$ cat src/rtl/sentinel_seq_lock.sv
// Multi-key sequence lock: each key must be strobed inside a cycle window after the
// previous event; consecutive failures escalate to a timed, non-abortable lockout.
module sentinel_seq_lock #(
  parameter int unsigned KEY_W                     = 8,
  parameter int unsigned SEQ_LEN                   = 3,
  parameter logic [SEQ_LEN*KEY_W-1:0] KEY_SEQ      = 24'h5A_C3_B6,
  parameter int unsigned WIN_MIN                   = 3,
  parameter int unsigned WIN_MAX                   = 5,
  parameter int unsigned MAX_FAILS                 = 3,
  parameter int unsigned LOCKOUT_CYCLES            = 250_000_000
) (
  input  logic                           clk,
  input  logic                           rst_n,
  input  logic                           arm,
  input  logic [KEY_W-1:0]               key_in,
  input  logic                           key_valid,
  output logic                           authorized,
  output logic                           locked_out,
  output logic [$clog2(SEQ_LEN+1)-1:0]   stage,
  output logic [$clog2(MAX_FAILS+1)-1:0] fail_count,
  output logic                           fail_pulse,
  output logic [7:0]                     seg_out
);

  localparam int unsigned STG_W = $clog2(SEQ_LEN+1);
  localparam int unsigned FC_W  = $clog2(MAX_FAILS+1);
  localparam int unsigned TMR_W = (LOCKOUT_CYCLES > 1) ? $clog2(LOCKOUT_CYCLES) : 1;

  localparam logic [5:0]       WMIN     = 6'(WIN_MIN);
  localparam logic [5:0]       WMAX     = 6'(WIN_MAX);
  localparam logic [STG_W-1:0] STG_LAST = STG_W'(SEQ_LEN-1);
  localparam logic [STG_W-1:0] STG_FULL = STG_W'(SEQ_LEN);
  localparam logic [FC_W-1:0]  FC_MAX   = FC_W'(MAX_FAILS);
  localparam logic [TMR_W-1:0] TMR_INIT = TMR_W'(LOCKOUT_CYCLES-1);

  typedef enum logic [1:0] {S_IDLE, S_WAIT, S_AUTH, S_LOCK} state_t;

  state_t           state_q, state_d;
  logic             arm_q;
  logic [5:0]       cnt_q, cnt_d;
  logic [STG_W-1:0] stage_q, stage_d;
  logic [FC_W-1:0]  fc_q, fc_d, fc_inc;
  logic [TMR_W-1:0] timer_q, timer_d;
  logic             fail_q, fail_d;
  logic [KEY_W-1:0] exp_key;
  logic             in_win, failure;

  always_comb begin
    exp_key = '0;
    for (int unsigned k = 0; k < SEQ_LEN; k++) begin
      if (stage_q == STG_W'(k)) exp_key = KEY_SEQ[k*KEY_W +: KEY_W];
    end
  end

  assign in_win = (cnt_q >= WMIN) && (cnt_q <= WMAX);
  assign fc_inc = fc_q + FC_W'(1);

  always_comb begin
    state_d = state_q;
    cnt_d   = cnt_q;
    stage_d = stage_q;
    fc_d    = fc_q;
    timer_d = timer_q;
    fail_d  = 1'b0;
    failure = 1'b0;
    case (state_q)
      S_IDLE: begin
        if (arm && !arm_q) begin
          state_d = S_WAIT;
          cnt_d   = '0;
          stage_d = '0;
        end
      end
      S_WAIT: begin
        cnt_d = (cnt_q == 6'd63) ? cnt_q : cnt_q + 6'd1;
        // Abort outranks any strobe or timeout in the same cycle.
        if (!arm) begin
          state_d = S_IDLE;
          stage_d = '0;
        end else if (key_valid) begin
          if (key_in == exp_key && in_win) begin
            cnt_d = '0;
            if (stage_q == STG_LAST) begin
              state_d = S_AUTH;
              stage_d = STG_FULL;
              fc_d    = '0;
            end else begin
              stage_d = stage_q + STG_W'(1);
            end
          end else begin
            failure = 1'b1;
          end
        end else if (cnt_q == WMAX) begin
          failure = 1'b1;
        end
        if (failure) begin
          fail_d  = 1'b1;
          fc_d    = fc_inc;
          stage_d = '0;
          if (fc_inc == FC_MAX) begin
            state_d = S_LOCK;
            timer_d = TMR_INIT;
          end else begin
            state_d = S_IDLE;
          end
        end
      end
      S_AUTH: begin
        if (!arm) begin
          state_d = S_IDLE;
          stage_d = '0;
        end
      end
      S_LOCK: begin
        if (timer_q == '0) begin
          state_d = S_IDLE;
          fc_d    = '0;
        end else begin
          timer_d = timer_q - TMR_W'(1);
        end
      end
      default: begin
        state_d = S_IDLE;
        cnt_d   = '0;
        stage_d = '0;
        fc_d    = '0;
        timer_d = '0;
      end
    endcase
  end

  always_ff @(posedge clk) begin
    if (!rst_n) begin
      state_q <= S_IDLE;
      arm_q   <= 1'b0;
      cnt_q   <= '0;
      stage_q <= '0;
      fc_q    <= '0;
      timer_q <= '0;
      fail_q  <= 1'b0;
    end else begin
      state_q <= state_d;
      arm_q   <= arm;
      cnt_q   <= cnt_d;
      stage_q <= stage_d;
      fc_q    <= fc_d;
      timer_q <= timer_d;
      fail_q  <= fail_d;
    end
  end

  assign authorized = (state_q == S_AUTH);
  assign locked_out = (state_q == S_LOCK);
  assign stage      = stage_q;
  assign fail_count = fc_q;
  assign fail_pulse = fail_q;
  assign seg_out    = (state_q == S_AUTH) ? 8'hC1 :
                      (state_q == S_LOCK) ? 8'h86 : 8'hC7;

endmodule

$ cat config.mk
export PLATFORM = sky130hd
export DESIGN_NAME = sentinel_seq_lock
export DESIGN_NICKNAME = d
export VERILOG_FILES = /design/src/rtl/sentinel_seq_lock.sv
export SDC_FILE = /design/constraint.sdc
export NUM_CORES = 1
export LEC_CHECK = 0
export ABC_AREA = 0
export BUFFER_PORTS_ARGS = -buffer_cell sky130_fd_sc_hd__buf_2
export CORE_MARGIN = 5
export CORE_UTILIZATION = 35
export DETAILED_ROUTE_END_ITERATION = 8
export REMOVE_ABC_BUFFERS = 1
export SYNTH_ARGS = -nofsm -noshare
export SYNTH_HDL_FRONTEND = slang
export SYNTH_SLANG_ARGS = --single-unit
$ cat constraint.sdc
create_clock -name clk -period 2.3 [get_ports clk]
set_input_delay 0.46 -clock clk [delete_from_list [all_inputs] [get_ports clk]]
set_output_delay 0.46 -clock clk [all_outputs]
set_load 0.1 [all_outputs]
==> impl_metrics.toml, run 1 <==
[placed_design]
routabilityCongestion = 0.8091
numPortBuffers = 22
dpl_worst_slack_ps = 43.47
dp_hpwl_mm = 3.933
dp_cells = 385

[clock_tree]
cts_tree = "done"
cts_buffers = 5
clkLatencyLatePin_ps = 300
h-tree-depth = 2
cts_max_path_buffers = 2
cts_root_buf = "clkbuf_8"
clk_pin_slew_worst_paths_ps = 90
cts.sinks = 42
cts_hold_buf = 0

[floorplanning]
die_area_um2 = 8508
io_pins = 27
core-area_um2 = 6681
dieHeight_um = 92.24
core.rowCount = 30
initial_utilization = 0.3543
die_x_um = 92.24

[grt]
grt_pass1_wl_mm = 8.818
antenna_found_initial = 0
grt_pass1_vias = 1898
grt_use_total = 0.1285
grt_max_degree = 20
grt_overflow = 0

[sta]
setup_tns_ps = 0
timing.fmax_mhz = 460.5
slew_viol_final = 0
worstMarginPinSlew_ps = 688.8
fin_skew_ps = 13.49
relSlewSlack = 0.5403
setup_slack_ps = 128.5
finalCritPeriodShare = 0.9441
fin_crit_ps = 2172
finalHoldViolCount = 0
setup_violations = 0

[yosys]
yosys_warnings = 0
ys_seq_elements = 42
yosysSeqAreaShare = 0.3552
syn_area_per_cell_um2 = 8.455
syn_area_um2 = 2367
ys_types = 49
synth_flop_cell = "dfxtp_1"
synthCells = 280
async_reset_ff_frac = 0
synth-edff-count = 0

[worst_setup_path]
crit_buf_inv = 0
crit_slowest_cell = "or4_4"
endpoint_kind = "flop"
r2r_cells = 6
worstSetupPathType = "reg -> reg"
r2r_start = "timer_q[22]"
reg2reg_slack_ps = 130
crit_top_cell = "or4_4"
cp_max_fo = 5
r2r-end = "timer_q[12]"
required_ps = 2490
path_delay_family = "simple AND/OR/NAND/NOR gates"
worst_setup_path_start_kind = "flop"
cpPeakStageDelay_ps = 570
crit_arrival_ps = 2360
worstPathCellList = "or4_4, or4_4, o21ai_4, or4_1, xor2_1, o21ai_1"

[drt]
routedWlPerCell_um = 13.44
ant_nets = 0
viasPerCell = 5.206
drt_first_pass_iters = 4
wl_mm = 5.297
post-route-drc-count = 0
vias = 2051
initialDrtViolationCount = 87

[final_layout]
nNetsFinal = 335
stdcell_count = 394
multi_input_area_um2 = 1488
n_antenna_cell = 0
finish.utilization = 0.4197
final-seq-area_um2 = 850.8
syn_to_final_growth_pct = 18.45
drive_above_1_share = 0.2166
fillCellCount = 664

[hold_path]
hold_depth = 2
holdPathEnd = "timer_q[8]"
holdCritStartpoint = "timer_q[8]"
hold_class = "reg -> reg"

[power]
p_per_area_nw_per_um2 = 499.0
ir_worst_vdd_v = 0.0002684
power.total_mw = 1.399
p_leak_nw = 1.137

[outcome]
status = "complete, no violations"

[run]
cap_violations = 0
==> metrics by stage <==
| step | cell area, µm² | hold WS, ps |
|---|---|---|
| after floorplan | 2297 | 460.7 |
| after global placement | 2620 | 475.1 |
| after detailed placement | 2620 | 477.7 |
| after CTS | 2708 | 489.8 |
| after global routing | 2804 | 507.1 |
| final | 2804 | 489.7 |
==> cells in the mapped netlist, types with 3 or more instances <==
master     n  share of area
xnor2_1    9          0.033
a32o_1     4          0.017
or3_1      3         0.0079
nand3_1   10          0.021
nor4_1     8          0.021
or4_1      4          0.013
o21ai_0    5          0.011
nand2_1   17          0.027
ha_1      10          0.053
nor3_1    12          0.025
o21ai_1    7          0.015
inv_1     12          0.019
dfxtp_1   42           0.36
and2_1     3         0.0079
nand4_1    9          0.024
buf_4      6          0.019
clkbuf_1   6         0.0095
o31ai_1    4          0.013
nor2_1    25          0.040
nand3b_1   3         0.0095
xor2_1    21          0.078
and3_1     4          0.011
a21oi_1   17          0.036
==> area by class of cell <==
type / count / area share
multi-input combinational: 214 / 0.5306
tap: 80 / 0.03570
sequential: 42 / 0.3034
clock buffer: 5 / 0.02454
timing repair buffer: 38 / 0.08211
inverter: 12 / 0.01696
clock inverter: 3 / 0.006693
==> state kept, by name, indices dropped and copies added, names as in the netlist <==
register / count
cnt_q: 6
fail_count: 2
timer_q: 28
fail_pulse: 1
state_q: 2
stage: 2
arm_q: 1
==> cells in the final DEF (no fill, tap or decap), types with 7 or more instances in the layout <==
| cell type | synthesis | layout |
|---|---|---|
| nand2_1 | 17 | 17 |
| nand4_1 | 9 | 9 |
| buf_4 | 6 | 16 |
| a21oi_1 | 17 | 17 |
| inv_1 | 12 | 10 |
| xnor2_1 | 9 | 9 |
| xor2_1 | 21 | 21 |
| o21ai_1 | 7 | 7 |
| nor4_1 | 8 | 8 |
| nor2_1 | 25 | 25 |
| nand3_1 | 10 | 10 |
| dfxtp_1 | 42 | 38 |
| buf_2 | 2 | 22 |
| nor3_1 | 12 | 11 |
==> per-layer routing <==
metal / wire [µm] / vias up / global-route usage
li1: - / 1067 / -
met1: 2571 / 955 / 0.1675
met2: 2490 / 25 / 0.2086
met3: 172 / 4 / 0.02789
met4: 64 / 0 / 0.04579
met5: 0 / - / 0
==> cell families after synthesis <==
group	after synthesis	share of synthesized area
compound gates	55	0.1527
xor+xnor	30	0.1110
fa+ha+maj	10	0.05285
buf+inv	26	0.05179
flops	42	0.3552
mux	2	0.008985
other cells	2	0.003172
simple gates	113	0.2643
==> worst max path at each step <==
stage | startpoint | endpoint | slack [ps] | cells after the start
3_3_place_gp | timer_q[22] | timer_q[12] | 50 | 6
2_1_floorplan | state_q[1] | timer_q[12] | -1720 | 7
3_5_place_dp | timer_q[22] | timer_q[12] | 40 | 6
4_1_cts | timer_q[22] | timer_q[12] | 30 | 6
6_report | timer_q[22] | timer_q[12] | 130 | 6
5_1_grt | stage[1] | fail_count[1] | -0.2 | 8
==> what timing repair did <==
action / 4_1_cts / 5_1_grt
gates resized for setup: 0 / 22
buffers inserted: 0 / 1
setup endpoints to repair: 0 / 10
==> power breakdown <==
part	leakage [nW]	switching, mW	total, mW	internal, mW
clock	0.0483	0.270	0.484	0.214
sequential	0.341	0.00931	0.742	0.733
combinational	0.747	0.123	0.172	0.0499
==> worst register-to-register path, stage by stage, from the launching register on <==
cell	delay (ps)
dfxtp_1	340
or4_4	580
or4_4	570
o21ai_4	210
or4_1	150
xor2_1	150
o21ai_1	70
Power figures use the tool's default switching activity.
==> inputs of run 2 (changes only) <==
--- a/config.mk
+++ b/config.mk
@@ -10,6 +10,7 @@
 export CORE_MARGIN = 5
 export CORE_UTILIZATION = 35
 export DETAILED_ROUTE_END_ITERATION = 8
+export RECOVER_POWER = 100
 export REMOVE_ABC_BUFFERS = 1
 export SYNTH_ARGS = -nofsm -noshare
 export SYNTH_HDL_FRONTEND = slang
==> impl_metrics.toml, run 2 (same netlist as run 1, synthesis figures left out) <==
[final_layout]
largest_register = "timer_q"
finish.utilization = 0.4157
final_common_cell = "dfxtp_1"
final_cell_mix = "dfxtp_1, nor2_1, xor2_1"
nNetsFinal = 335
n_antenna_cell = 0
final-seq-area_um2 = 850.8
top_regs = "timer_q x28, cnt_q x6"
largest_register_ffs = 28
drive_above_1_share = 0.1943
multi_input_area_um2 = 1475
fillCellCount = 670
syn_to_final_growth_pct = 17.34

[sta]
worstMarginPinSlew_ps = 1187
fin_skew_ps = 12.74
fin_crit_ps = 2174
setup_slack_ps = 125.6
finalCritPeriodShare = 0.9454
setup_violations = 0
relSlewSlack = 0.2121
setup_tns_ps = 0
timing.fmax_mhz = 459.9
finalHoldViolCount = 0
slew_viol_final = 0

[drt]
drt_first_pass_iters = 4
post-route-drc-count = 0
initialDrtViolationCount = 91
viasPerCell = 5.241
vias = 2065
routedWlPerCell_um = 13.42
wl_mm = 5.287
ant_nets = 0

[clock_tree]
cts_max_path_buffers = 2
cts_tree = "done"
clkLatencyLatePin_ps = 300
cts_buffers = 5
cts_root_buf = "clkbuf_8"
clk_pin_slew_worst_paths_ps = 90
cts.sinks = 42
h-tree-depth = 2

[run]
cap_violations = 0

[worst_setup_path]
r2r_cells = 8
r2r_start = "stage[1]"
worstSetupPathType = "reg -> reg"
required_ps = 2520
worst_setup_path_start_kind = "flop"
endpoint_kind = "flop"
r2r-end = "fail_count[1]"
crit_arrival_ps = 2390
cp_max_fo = 4
critPathLaunch = "stage[1]"
reg2reg_slack_ps = 130

[hold_path]
holdCritStartpoint = "timer_q[8]"
hold_class = "reg -> reg"
holdPathEnd = "timer_q[8]"
hold_depth = 2

[power]
p_leak_nw = 1.117
power.total_mw = 1.393
ir_worst_vdd_v = 0.0002670
p_per_area_nw_per_um2 = 501.6

[floorplanning]
die_area_um2 = 8508
die_x_um = 92.24
io_pins = 27
initial_utilization = 0.3543
core.rowCount = 30
dieHeight_um = 92.24
core-area_um2 = 6681

[placed_design]
dpl_worst_slack_ps = 43.47
dp_hpwl_mm = 3.933
routabilityCongestion = 0.8091
numPortBuffers = 22

[grt]
antenna_found_initial = 0
grt_pass1_wl_mm = 8.818
grt_use_total = 0.1285
grt_overflow = 0
grt_max_degree = 20
grt_pass1_vias = 1898

[outcome]
status = "complete, no violations"
run 2: layout make-up:
class	count	share of cell area
Inverter	12	0.01712
Multi-Input combinational cell	214	0.5311
Timing Repair Buffer	38	0.07793
Tap cell	80	0.03604
Clock buffer	5	0.02477
Sequential cell	42	0.3063
Clock inverter	3	0.006757
run 2: metrics by stage:
step / hold WS [ps] / cells / area (µm²)
5_1_grt: 507.1 / 394 / 2778
2_1_floorplan: 460.7 / 268 / 2297
4_1_cts: 489.8 / 393 / 2708
3_3_place_gp: 475.1 / 385 / 2620
3_5_place_dp: 477.7 / 385 / 2620
6_report: 484.5 / 394 / 2778
run 2: per-layer routing:
metal / vias to the layer above / share of wire / global-route usage
li1: 1070 / - / -
met5: - / 0 / 0
met3: 4 / 0.034 / 0.02789
met1: 965 / 0.48 / 0.1675
met4: 0 / 0.011 / 0.04579
met2: 26 / 0.47 / 0.2086
run 2: how the worst max path moves through the flow:
| stage | endpoint | depth (start not counted) |
|---|---|---|
| floorplan | timer_q[12] | 7 |
| global placement | timer_q[12] | 6 |
| detailed placement | timer_q[12] | 6 |
| CTS | timer_q[12] | 6 |
| global route | fail_count[1] | 8 |
| finish | fail_count[1] | 8 |
run 2: power breakdown:
part	internal [mW]	switching (mW)
sequential	0.733	0.00930
combinational	0.0490	0.122
clock	0.214	0.266
total	0.996	0.397
run 2: timing repair:
action,4_1_cts,5_1_grt
resized for setup,0,22
hold buffers,0,0
setup buffers,0,1
setup endpoints to repair,0,10
run 2: worst max-delay path, stage by stage, from the launching register on:
cell and delay (ps):
dfxtp_4 380, buf_4 140, ha_1 180, xnor2_1 140, a211oi_2 220, nand4_1 210, mux2_4 360, o211ai_1 260
mux2i_1 210
==> inputs of run 3 (changes only) <==
==> constraint.sdc (replaced) <==
create_clock -name clk -period 2.69 [get_ports clk]
set_input_delay 0.538 -clock clk [delete_from_list [all_inputs] [get_ports clk]]
set_output_delay 0.538 -clock clk [all_outputs]
set_load 0.1 [all_outputs]
==> impl_metrics.toml, run 3 (same netlist as run 1, synthesis figures left out) <==
[outcome]
status = "complete, no violations"

[sta]
slew_viol_final = 0
fin_skew_ps = 10.72
finalCritPeriodShare = 0.9105
fin_crit_ps = 2449
rsz0062_at_grt = "no"
setup_tns_ps = 0
setup_violations = 0
relSlewSlack = 0.2155
worstMarginPinSlew_ps = 1182
finalHoldViolCount = 0
whs_ps = 495.8
timing.fmax_mhz = 408.3

[final_layout]
largest_register_ffs = 28
n_antenna_cell = 0
nNetsFinal = 323
drive_above_1_share = 0.1093
syn_to_final_growth_pct = 12.58
top_regs = "timer_q x28, cnt_q x6"
final_cell_mix = "dfxtp_1, nor2_1, xor2_1"
largest_register = "timer_q"
final_common_cell = "dfxtp_1"

[worst_setup_path]
r2r-end = "fail_count[1]"
endpoint_kind = "flop"
crit_slowest_cell = "dfxtp_1"
critPathLaunch = "stage[0]"
r2r_start = "stage[0]"
path_delay_family = "multiplexers"
cpPeakStageDelay_ps = 430
worstPathCellList = "inv_1, ha_1, xor2_1, o41ai_1, nand4_1, mux2_2, o211ai_1, mux2i_1"
cp_max_fo = 6
worst_setup_path_start_kind = "flop"
worstSetupPathType = "reg -> reg"
required_ps = 2910
reg2reg_slack_ps = 240
crit_arrival_ps = 2670
r2r_cells = 8
crit_buf_inv = 1

[floorplanning]
io_pins = 27
core-area_um2 = 6681
dieHeight_um = 92.24
core.rowCount = 30
die_area_um2 = 8508
initial_utilization = 0.3543
die_x_um = 92.24

[grt]
grt_use_total = 0.1291
grt_overflow = 0
grt_pass1_vias = 1957
grt_max_degree = 25
antenna_found_initial = 0
grt_pass1_wl_mm = 9.018

[drt]
drt_first_pass_iters = 4
ant_nets = 0
viasPerCell = 5.385
routedWlPerCell_um = 13.66
wl_mm = 5.220
initialDrtViolationCount = 95
vias = 2057
post-route-drc-count = 0

[placed_design]
numPortBuffers = 22
routabilityCongestion = 0.8168
dp_hpwl_mm = 3.881

[clock_tree]
cts.sinks = 42
cts_tree = "done"
h-tree-depth = 2
cts_hold_buf = 0
post_cts_buffers = 0
cts_buffers = 5
cts_root_buf = "clkbuf_8"
clk_pin_slew_worst_paths_ps = 90
ctsResizeCount = 0
clkLatencyLatePin_ps = 290
cts_max_path_buffers = 2

[hold_path]
holdCritStartpoint = "timer_q[8]"
holdPathEnd = "timer_q[8]"
hold_class = "reg -> reg"
hold_depth = 2

[run]
cap_violations = 0

[power]
ir_worst_vdd_v = 0.0002401
p_leak_nw = 1.056
p_per_area_nw_per_um2 = 520.8
run 3: cell types whose count changed in the layout (fill, tap and decap cells not counted), moves of 3 or more:
cell | before | now
ha_1 | 6 | 10
clkbuf_1 | 5 | 8
buf_4 | 13 | 2
dfxtp_1 | 38 | 42
clkbuf_2 | 10 | 6
run 3: cell type report:
cell class / count / area (µm²)
repair buffers: 26 / 125.1
clock inverters: 2 / 60.06
inverters: 12 / 45.04
clock buffers: 6 / 82.58
multi-input cells: 214 / 1411
well taps: 80 / 100.1
flip-flops and latches: 42 / 840.8
fillers: 682 / 4016
run 3: worst max path at each step:
| stage | cells past startpoint | slack [ps] | endpoint |
|---|---|---|---|
| finish | 8 | 240 | fail_count[1] |
| global route | 8 | 20 | timer_q[22] |
| CTS | 8 | 210 | fail_count[1] |
| detailed placement | 8 | 240 | fail_count[1] |
| global placement | 8 | 240 | fail_count[1] |
| floorplan | 7 | -1330 | timer_q[12] |
run 3: per-layer routing:
metal,GRT usage,share of wire
met3,0.02953,0.041
met4,0.04455,0.0088
met1,0.1644,0.46
met2,0.2135,0.49
met5,0,0
run 3: power breakdown:
| part | switching [mW] | internal [mW] | leakage, nW |
|---|---|---|---|
| Combinational | 0.0984 | 0.0324 | 0.646 |
| Sequential | 0.00940 | 0.627 | 0.339 |
| Clock | 0.224 | 0.396 | 0.0714 |
| Total | 0.332 | 1.06 | 1.06 |
run 3: tightest hold or removal path, stage by stage, from the launching register on:
cell	delay, ps
dfxtp_1	330
o31ai_1	60
a21oi_1	60
run 3: stage by stage:
step,cells,worst slack (ps),utilization,total power [mW],instance area [µm²]
finish,382,240.7,0.3989,1.388,2665
floorplan,268,-1333,-,0.7496,2297
global placement,374,236.6,0.3798,0.7828,2537
global route,382,23.58,0.3989,1.447,2665
detailed placement,374,236.3,0.3798,0.7833,2537
CTS,382,206.6,0.4011,1.402,2680
